--- config.mk ---
export PLATFORM = sky130hd
export DESIGN_NAME = uart_parity_unit
export DESIGN_NICKNAME = d
export VERILOG_FILES = /design/src/rtl/uart_parity_unit.sv
export SDC_FILE = /design/constraint.sdc
export NUM_CORES = 1
export LEC_CHECK = 0
export CAP_MARGIN = 25
export CORE_MARGIN = 8
export CORE_UTILIZATION = 30
export DETAILED_ROUTE_END_ITERATION = 7
export PLACE_DENSITY = 0.68
export SLEW_MARGIN = 5
export SYNTH_ARGS = -nofsm -noshare
export SYNTH_HDL_FRONTEND = slang
export SYNTH_SLANG_ARGS = --single-unit
--- constraint.sdc ---
create_clock -name clk -period 1.4 [get_ports clk]
set_input_delay 0.14 -clock clk [delete_from_list [all_inputs] [get_ports clk]]
set_output_delay 0.14 -clock clk [all_outputs]
set_load 0.005 [all_outputs]
--- src/rtl/uart_parity_unit.sv ---
// Purpose : parity generator (TX, parallel) and serial parity checker (RX) with saturating error counter.
// Latency : tx_par_bit 1 cycle after tx_data_valid; par_done/par_err 1 cycle after the final RX strobe.
// Backpr. : none; strobe-driven, every qualified input strobe is consumed in the cycle it is seen.
//
// Ports:
//   clk, rst (async, active-low)
//   par_en, par_type      - parity config (00 even, 01 odd, 10 mark, 11 space)
//   tx_data, tx_data_valid -> tx_par_bit
//   rx_frame_start, rx_bit, rx_bit_valid, rx_par_valid -> rx_busy, par_done, par_err
//   err_cnt, err_cnt_clr  - saturating parity-error counter and its synchronous clear
module uart_parity_unit #(
  parameter int DATA_WIDTH    = 8,
  parameter int ERR_CNT_WIDTH = 8
) (
  input  logic                     clk,
  input  logic                     rst,
  input  logic                     par_en,
  input  logic [1:0]               par_type,
  input  logic [DATA_WIDTH-1:0]    tx_data,
  input  logic                     tx_data_valid,
  output logic                     tx_par_bit,
  input  logic                     rx_frame_start,
  input  logic                     rx_bit,
  input  logic                     rx_bit_valid,
  input  logic                     rx_par_valid,
  output logic                     rx_busy,
  output logic                     par_done,
  output logic                     par_err,
  output logic [ERR_CNT_WIDTH-1:0] err_cnt,
  input  logic                     err_cnt_clr
);

  localparam int CNT_W = $clog2(DATA_WIDTH + 1);
  // Count value held before the strobe that delivers the final data bit.
  localparam logic [CNT_W-1:0]         LAST_M1 = CNT_W'(DATA_WIDTH - 1);
  localparam logic [CNT_W-1:0]         CNT_ONE = CNT_W'(1);
  localparam logic [ERR_CNT_WIDTH-1:0] ERR_MAX = '1;
  localparam logic [ERR_CNT_WIDTH-1:0] ERR_ONE = ERR_CNT_WIDTH'(1);

  typedef enum logic [1:0] {IDLE, DATA, PAR} state_t;

  // Parity bit for a given mode, where x is the XOR-reduction of the data.
  function automatic logic par_calc(input logic [1:0] t, input logic x);
    case (t)
      2'b00:   par_calc = x;
      2'b01:   par_calc = ~x;
      2'b10:   par_calc = 1'b1;
      default: par_calc = 1'b0;
    endcase
  endfunction

  state_t                   state_q, state_d;
  logic                     acc_q, acc_d;
  logic [CNT_W-1:0]         cnt_q, cnt_d;
  logic                     cfg_en_q, cfg_en_d;
  logic [1:0]               cfg_type_q, cfg_type_d;
  logic                     tx_par_bit_q, tx_par_bit_d;
  logic                     rx_busy_q, rx_busy_d;
  logic                     par_done_q, par_done_d;
  logic                     par_err_q, par_err_d;
  logic [ERR_CNT_WIDTH-1:0] err_cnt_q, err_cnt_d;
  logic                     exp_bit;

  always_comb begin
    tx_par_bit_d = tx_par_bit_q;
    if (!par_en) begin
      tx_par_bit_d = 1'b0;
    end else if (tx_data_valid) begin
      tx_par_bit_d = par_calc(par_type, ^tx_data);
    end
  end

  always_comb begin
    state_d    = state_q;
    acc_d      = acc_q;
    cnt_d      = cnt_q;
    cfg_en_d   = cfg_en_q;
    cfg_type_d = cfg_type_q;
    par_done_d = 1'b0;
    par_err_d  = 1'b0;
    exp_bit    = par_calc(cfg_type_q, acc_q);

    if (rx_frame_start) begin
      // A new frame always wins: any frame in flight is dropped without a pulse.
      // A data strobe in the same cycle is taken as bit 0.
      cfg_en_d   = par_en;
      cfg_type_d = par_type;
      state_d    = DATA;
      acc_d      = rx_bit_valid & rx_bit;
      cnt_d      = rx_bit_valid ? CNT_ONE : '0;
    end else begin
      case (state_q)
        DATA: begin
          if (rx_bit_valid) begin
            acc_d = acc_q ^ rx_bit;
            cnt_d = cnt_q + CNT_ONE;
            if (cnt_q == LAST_M1) begin
              if (cfg_en_q) begin
                state_d = PAR;
              end else begin
                state_d    = IDLE;
                par_done_d = 1'b1;
              end
            end
          end
        end
        PAR: begin
          if (rx_par_valid) begin
            par_done_d = 1'b1;
            par_err_d  = (rx_bit != exp_bit);
            state_d    = IDLE;
          end
        end
        default: ;
      endcase
    end

    rx_busy_d = (state_d != IDLE);
  end

  // Counter follows the registered par_err pulse; clear has priority.
  always_comb begin
    err_cnt_d = err_cnt_q;
    if (err_cnt_clr) begin
      err_cnt_d = '0;
    end else if (par_err_q && (err_cnt_q != ERR_MAX)) begin
      err_cnt_d = err_cnt_q + ERR_ONE;
    end
  end

  always_ff @(posedge clk or negedge rst) begin
    if (!rst) begin
      state_q      <= IDLE;
      acc_q        <= 1'b0;
      cnt_q        <= '0;
      cfg_en_q     <= 1'b0;
      cfg_type_q   <= 2'b00;
      tx_par_bit_q <= 1'b0;
      rx_busy_q    <= 1'b0;
      par_done_q   <= 1'b0;
      par_err_q    <= 1'b0;
      err_cnt_q    <= '0;
    end else begin
      state_q      <= state_d;
      acc_q        <= acc_d;
      cnt_q        <= cnt_d;
      cfg_en_q     <= cfg_en_d;
      cfg_type_q   <= cfg_type_d;
      tx_par_bit_q <= tx_par_bit_d;
      rx_busy_q    <= rx_busy_d;
      par_done_q   <= par_done_d;
      par_err_q    <= par_err_d;
      err_cnt_q    <= err_cnt_d;
    end
  end

  assign tx_par_bit = tx_par_bit_q;
  assign rx_busy    = rx_busy_q;
  assign par_done   = par_done_q;
  assign par_err    = par_err_q;
  assign err_cnt    = err_cnt_q;

endmodule

==> results of run 1 <==
==> where the power goes <==
group / switching [mW] / internal, mW / total (mW)
Clock: 0.177 / 0.191 / 0.368
Sequential: 0.0260 / 0.673 / 0.699
Combinational: 0.126 / 0.183 / 0.309
==> cell usage in the layout (no fill, tap or decap), drive strengths merged, types with 3 or more instances in the layout <==
master / n
clkdlybuf4s50: 25
dfrtp: 22
buf: 20
nor2: 19
xnor2: 14
nand2: 7
inv: 6
dlymetal6s2s: 5
xor2: 4
ha: 4
a21o: 3
mux2i: 3
mux2: 3
clkbuf: 3
nand3: 3
==> registers in the layout (all words and copies together) (netlist names) <==
signal      cells
err_cnt         8
cnt_q           4
cfg_type_q      2
state_q         2
acc_q           1
cfg_en_q        1
par_done        1
par_err         1
rx_busy         1
tx_par_bit      1
==> metal layers <==
metal,vias to the layer above,part of all wire [%]
li1,483,-
met4,0,0.42
met3,2,6.1
met2,22,52
met1,447,42
met5,-,0
==> area by class of cell <==
type	instances	area, µm²
Tap cell	48	60.06
Multi-Input combinational cell	83	654.4
Clock buffer	3	41.29
Fill cell	329	1857
Timing Repair Buffer	50	474.2
Inverter	6	22.52
Sequential cell	22	551.8
==> kinds of logic (layout without fill, tap and decap cells) <==
logic type	Yosys count	in the layout	synth area share, %
AO/OA/AOI/OAI	12	12	7.400
XOR/XNOR	18	18	13.71
adder cells (fa/ha/maj)	4	4	4.353
buffers and inverters	8	59	2.719
flip-flops	22	22	47.88
multiplexers	6	6	5.549
AND/OR/NAND/NOR	43	43	18.39
==> worst max-delay path by stage <==
stage | start | to | slack, ns | depth (start not counted)
global placement | tx_data[5] | tx_par_bit | -0.11 | 6
detailed placement | tx_data[7] | tx_par_bit | -0.23 | 6
CTS | state_q[0] | rx_busy | -0.06 | 6
finish | state_q[0] | rx_busy | -0.07 | 6
global route | cnt_q[0] | rx_busy | -0.12 | 6
floorplan | state_q[1] | rx_busy | -0.05 | 5
==> through the flow <==
stage               power (mW)  std cells  utilization (%)
floorplan               0.8551        113                -
global placement        0.9899        201            43.47
detailed placement       1.001        201            43.47
CTS                      1.400        205            45.28
global route             1.458        212            49.28
finish                   1.377        212            49.28
==> timing repair <==
action	in CTS	in global routing
endpoints found under the setup margin	7	17
gates resized for setup	5	23
pin swaps	3	16
buffers inserted	1	7
==> results.toml, run 1 <==
[clocking]
hold_buffers = 0
cts_tree = "built"
htreeDepth = 1
cts_buffer_depth = 2
clkSinkCount = 22
numCtsBuffers = 3
root_buffer = "clkbuf_8"
clk_latency_ns = 0.25
clk_pin_slew_ns = 0.07

[critical_path]
cp-end-kind = "flop"
r2r_slack_ns = -0.07
path_class = "flop to flop"
path_buf_inv = 1
crit_arrival_ns = 1.61
worstPathCellList = "inv_2 > ha_4 > a21o_1 > a21o_1 > a21o_1 > or2_1"
r2r_end = "rx_busy"
cp_slowest_cell = "dfrtp_1"
cpLargestDelayFamily = "compound AO/OA/AOI/OAI gates"
worst_ep_required_time_ns = 1.54
worst_setup_path_start_kind = "flop"
critPathMaxFanout = 2
rr_worst_depth = 6
cp_common_cell = "a21o_1"
cp_slowest_stage_delay_ns = 0.39
r2r-start = "state_q[0]"

[run_status]
violations = "setup timing"
status = "finished with violations"

[global_route]
met3_usage_pct = 3.341
antenna_found_initial = 0
grt_pass1_vias = 1009
grt.overflow.total = 0
grtUsageTotal_pct = 8.755
grt_pass1_wl_mm = 4.429
grt_max_degree = 23
gr-usage-met2_pct = 15.71
grt_util_met1_pct = 9.407
top_usage_layer = "met2"

[synth]
avgSynthCellArea_um2 = 10.18
synth_nets = 136
synth-edff-count = 0
async_reset_ff_share_pct = 100.0
synthTopCellsByArea = "dfrtp_1, xnor2_1, nor2_1, ha_1, xor2_1"
synth_flop_cell = "dfrtp_1"
yosysUniqueCellTypes = 31
synth_seq_area_share_pct = 47.88
yosysWarnings = 0
synth_commonest_cells = "dfrtp_1, nor2_1, xnor2_1"
yosys.area.top_type = "dfrtp_1"
ys_ff_latch = 22
synthCells = 113
synth.most_common_cell = "dfrtp_1"
netlist_area_um2 = 1150
yosys.area.top_type_share_pct = 47.88

[sta]
hold_viol = 0
finalWorstPathRequiredPeriod_ns = 1.468
final.setup_skew_ns = 0.002496
rsz0062_at_grt = "true"
worst_pin_slew_ns = 0.3212
setup_slack_ns = -0.06776
fin_tns_setup_ns = -0.07317
max-slew-margin-rel_pct = 78.52
period_share_pct = 104.8
finalMaxSlewViolations = 0
max_freq_ghz = 0.6813
finalHoldWorstSlack_ns = 0.2367
setup_viol = 2

[flow_run]
maxCapViolCount = 0

[route]
routed_via_density = 4.500
routed_wl_mm = 2.832
antenna_left = 0
wire_per_inst_um = 13.36
drc = 0
drt_iter0_drc = 15
via_count = 954
dr.pass1.iters = 4

[floorplan]
initial_utilization_pct = 31.41
die_area_um2 = 6070
fp.dieW_um = 77.91
num_io_pins = 31
core_area_um2 = 3661
die_h_um = 77.91
std_cell_rows = 22

[place]
port_buffers = 30
hpwl_mm = 2.095
pre_cts_ws_ns = -0.2253
placed_area_um2 = 1592
place.gp.congestion = 0.7640

[power_and_ir_drop]
leakage_nw = 0.8321
powerDensity_nw_per_um2 = 763.0
peakVddDrop_mv = 0.4858

[layout]
postLayoutCellArea_um2 = 1804
layout-drive-gt1-share_pct = 26.22
syn2layout_area_growth_pct = 56.91
antennaDiodeCount = 0
nets = 189

[min_path]
min_path_type = "input pin to async pin"
(Power assumes the default switching activity.)
==> inputs of run 2 (changes only) <==
- SETUP_SLACK_MARGIN: not set -> 0.05
==> run 2 against run 1 <==
Net effect:
- critical path depth fell by 1
- the flow still finishes with violations (setup timing)
- wire length rose by 3.4%
- first-iteration DRC count rose by 27%
- sequential power barely moved
- worst setup slack got worse by 0.011 ns
- clock skew fell by 0.0016 ns
- core utilization rose by 1.8 points
- sequential cell count did not move
- via count rose by 5.7%
- hold slack got worse by 0.0067 ns
- die area did not move
- critical path type unchanged
- combinational power rose by 17%
==> results.toml, run 2 (same netlist as run 1, synthesis figures left out) <==
[global_route]
grt_max_degree = 23
grt_pass1_wl_mm = 4.540
grt.overflow.total = 0
grtUsageTotal_pct = 9.234
grt_pass1_vias = 1009
antenna_found_initial = 0

[clocking]
numCtsBuffers = 3
hold_buffers = 0
cts_buffer_depth = 2
htreeDepth = 1
clk_pin_slew_ns = 0.07
clkSinkCount = 22
clk_latency_ns = 0.26
root_buffer = "clkbuf_8"
cts_tree = "built"

[route]
routed_via_density = 4.624
dr_wl_met2_mm = 1.557
antenna_left = 0
drc = 0
drt_iter0_drc = 19
dr.pass1.iters = 4
wl_met1_mm = 1.173
via_count = 1008
wire_per_inst_um = 13.43
topRoutingLayerUsed = "met4"
dr_wl_met3_um = 172
routed_wl_mm = 2.927

[critical_path]
path_class = "flop to flop"
worst_ep_required_time_ns = 1.54
crit_arrival_ns = 1.62
critPathMaxFanout = 3
cp-end-kind = "flop"
worst_setup_path_start_kind = "flop"

[power_and_ir_drop]
peakVddDrop_mv = 0.4119
leakage_nw = 0.8781
p_sw_share_pct = 24.29
seq_power_share_pct = 46.6
p_switching_mw = 0.3649
intPower_mw = 1.137
comb_power_share_pct = 24.0
powerDensity_nw_per_um2 = 803.1
clkPwrFrac_pct = 29.4

[run_status]
violations = "setup timing"
status = "finished with violations"

[layout]
mostFrequentLayoutCell = "buf_4"
instances_no_fill = 218
largest_reg_flops = 8
syn2layout_area_growth_pct = 62.68
nets = 194
n_fill_cell = 310
layout-drive-gt1-share_pct = 32.94
final_cell_mix = "buf_4, clkdlybuf4s50_1, dfrtp_1, nor2_1, xnor2_1"
antennaDiodeCount = 0

[min_path]
min_path_type = "input pin to async pin"

[flow_run]
maxCapViolCount = 0

[sta]
finalHoldWorstSlack_ns = 0.2300
hold_viol = 0
final.setup_skew_ns = 0.0008849
period_share_pct = 105.6
max-slew-margin-rel_pct = 77.51
finalWorstPathRequiredPeriod_ns = 1.478
worst_pin_slew_ns = 0.3363
finalMaxSlewViolations = 0
rsz0062_at_grt = "true"
setup_slack_ns = -0.07850
fin_tns_setup_ns = -0.09944
max_freq_ghz = 0.6764
setup_viol = 2

[place]
hpwl_mm = 2.170
dp_cells = 205
pre_cts_ws_ns = -0.1715
port_buffers = 30
place.gp.congestion = 0.7490

[floorplan]
initial_utilization_pct = 31.41
die_h_um = 77.91
std_cell_rows = 22
core_area_um2 = 3661
num_io_pins = 31
die_area_um2 = 6070
fp.dieW_um = 77.91
==> run 2: cell types whose count changed in the layout (fill, tap and decap cells not counted), moves of 2 or more <==
cell	delta
clkdlybuf4s50_1	-3
buf_6	-2
dlygate4sd2_1	+3
buf_4	+7
==> run 2: what timing repair did <==
action / CTS / global route
setup endpoints to repair: 17 / 16
buffers inserted: 2 / 7
pin swaps: 5 / 14
resized for setup: 13 / 24
==> run 2: power by group through the flow <==
stage / Combinational (mW) / Clock, mW / Sequential (mW)
global placement: 0.306 / 0 / 0.707
detailed placement: 0.316 / 0 / 0.710
global route: 0.395 / 0.491 / 0.703
CTS: 0.329 / 0.465 / 0.699
finish: 0.361 / 0.442 / 0.699
floorplan: 0.149 / 0 / 0.706
==> run 2: through the flow <==
step	area [µm²]	utilization [%]	power (mW)
5_1_grt	1871	51.09	1.590
3_5_place_dp	1624	44.36	1.027
2_1_floorplan	1152	-	0.8551
3_3_place_gp	1624	44.36	1.013
6_report	1871	51.09	1.502
4_1_cts	1728	47.20	1.492
==> run 2: per-layer routing <==
layer  vias up  global-route usage, %
met5         -                      0
met4         0                  3.333
met3         4                  3.687
met2        20                  16.54
met1       489                  9.482
li1        495                      -
==> run 2: worst paths after layout <==
check	from	endpoint	slack (ns)	cells after the start
hold / removal	rst	err_cnt[1]	0.23	2
max in group asynchronous	rst	err_cnt[3]	0.93	2
setup / recovery	state_q[1]	rx_busy	-0.08	5
setup reg to reg	state_q[1]	rx_busy	-0.08	5
hold reg to reg	cfg_type_q[1]	cfg_type_q[1]	0.52	1
min in group clk	rx_par_valid	par_err	0.51	3
==> run 2: critical path: stages (launching register included) <==
cell	delay [ns]
dfrtp_1	0.44
ha_4	0.24
a21o_1	0.17
a21o_1	0.16
a21o_1	0.15
or2_1	0.21
==> run 2: area by class of cell <==
type / count / area [µm²] / share of cell area [%]
Clock buffer: 4 / 55.05 / 2.943
Multi-Input combinational cell: 83 / 681.9 / 36.45
Inverter: 6 / 22.52 / 1.204
Tap cell: 48 / 60.06 / 3.211
Timing Repair Buffer: 55 / 498.0 / 26.62
Sequential cell: 22 / 553.0 / 29.57
==> inputs of run 3 (changes only) <==
- CAP_MARGIN: 25 -> 30
==> results of run 3 <==
No change in the layout: final DEF, timing and power equal those of run 2.
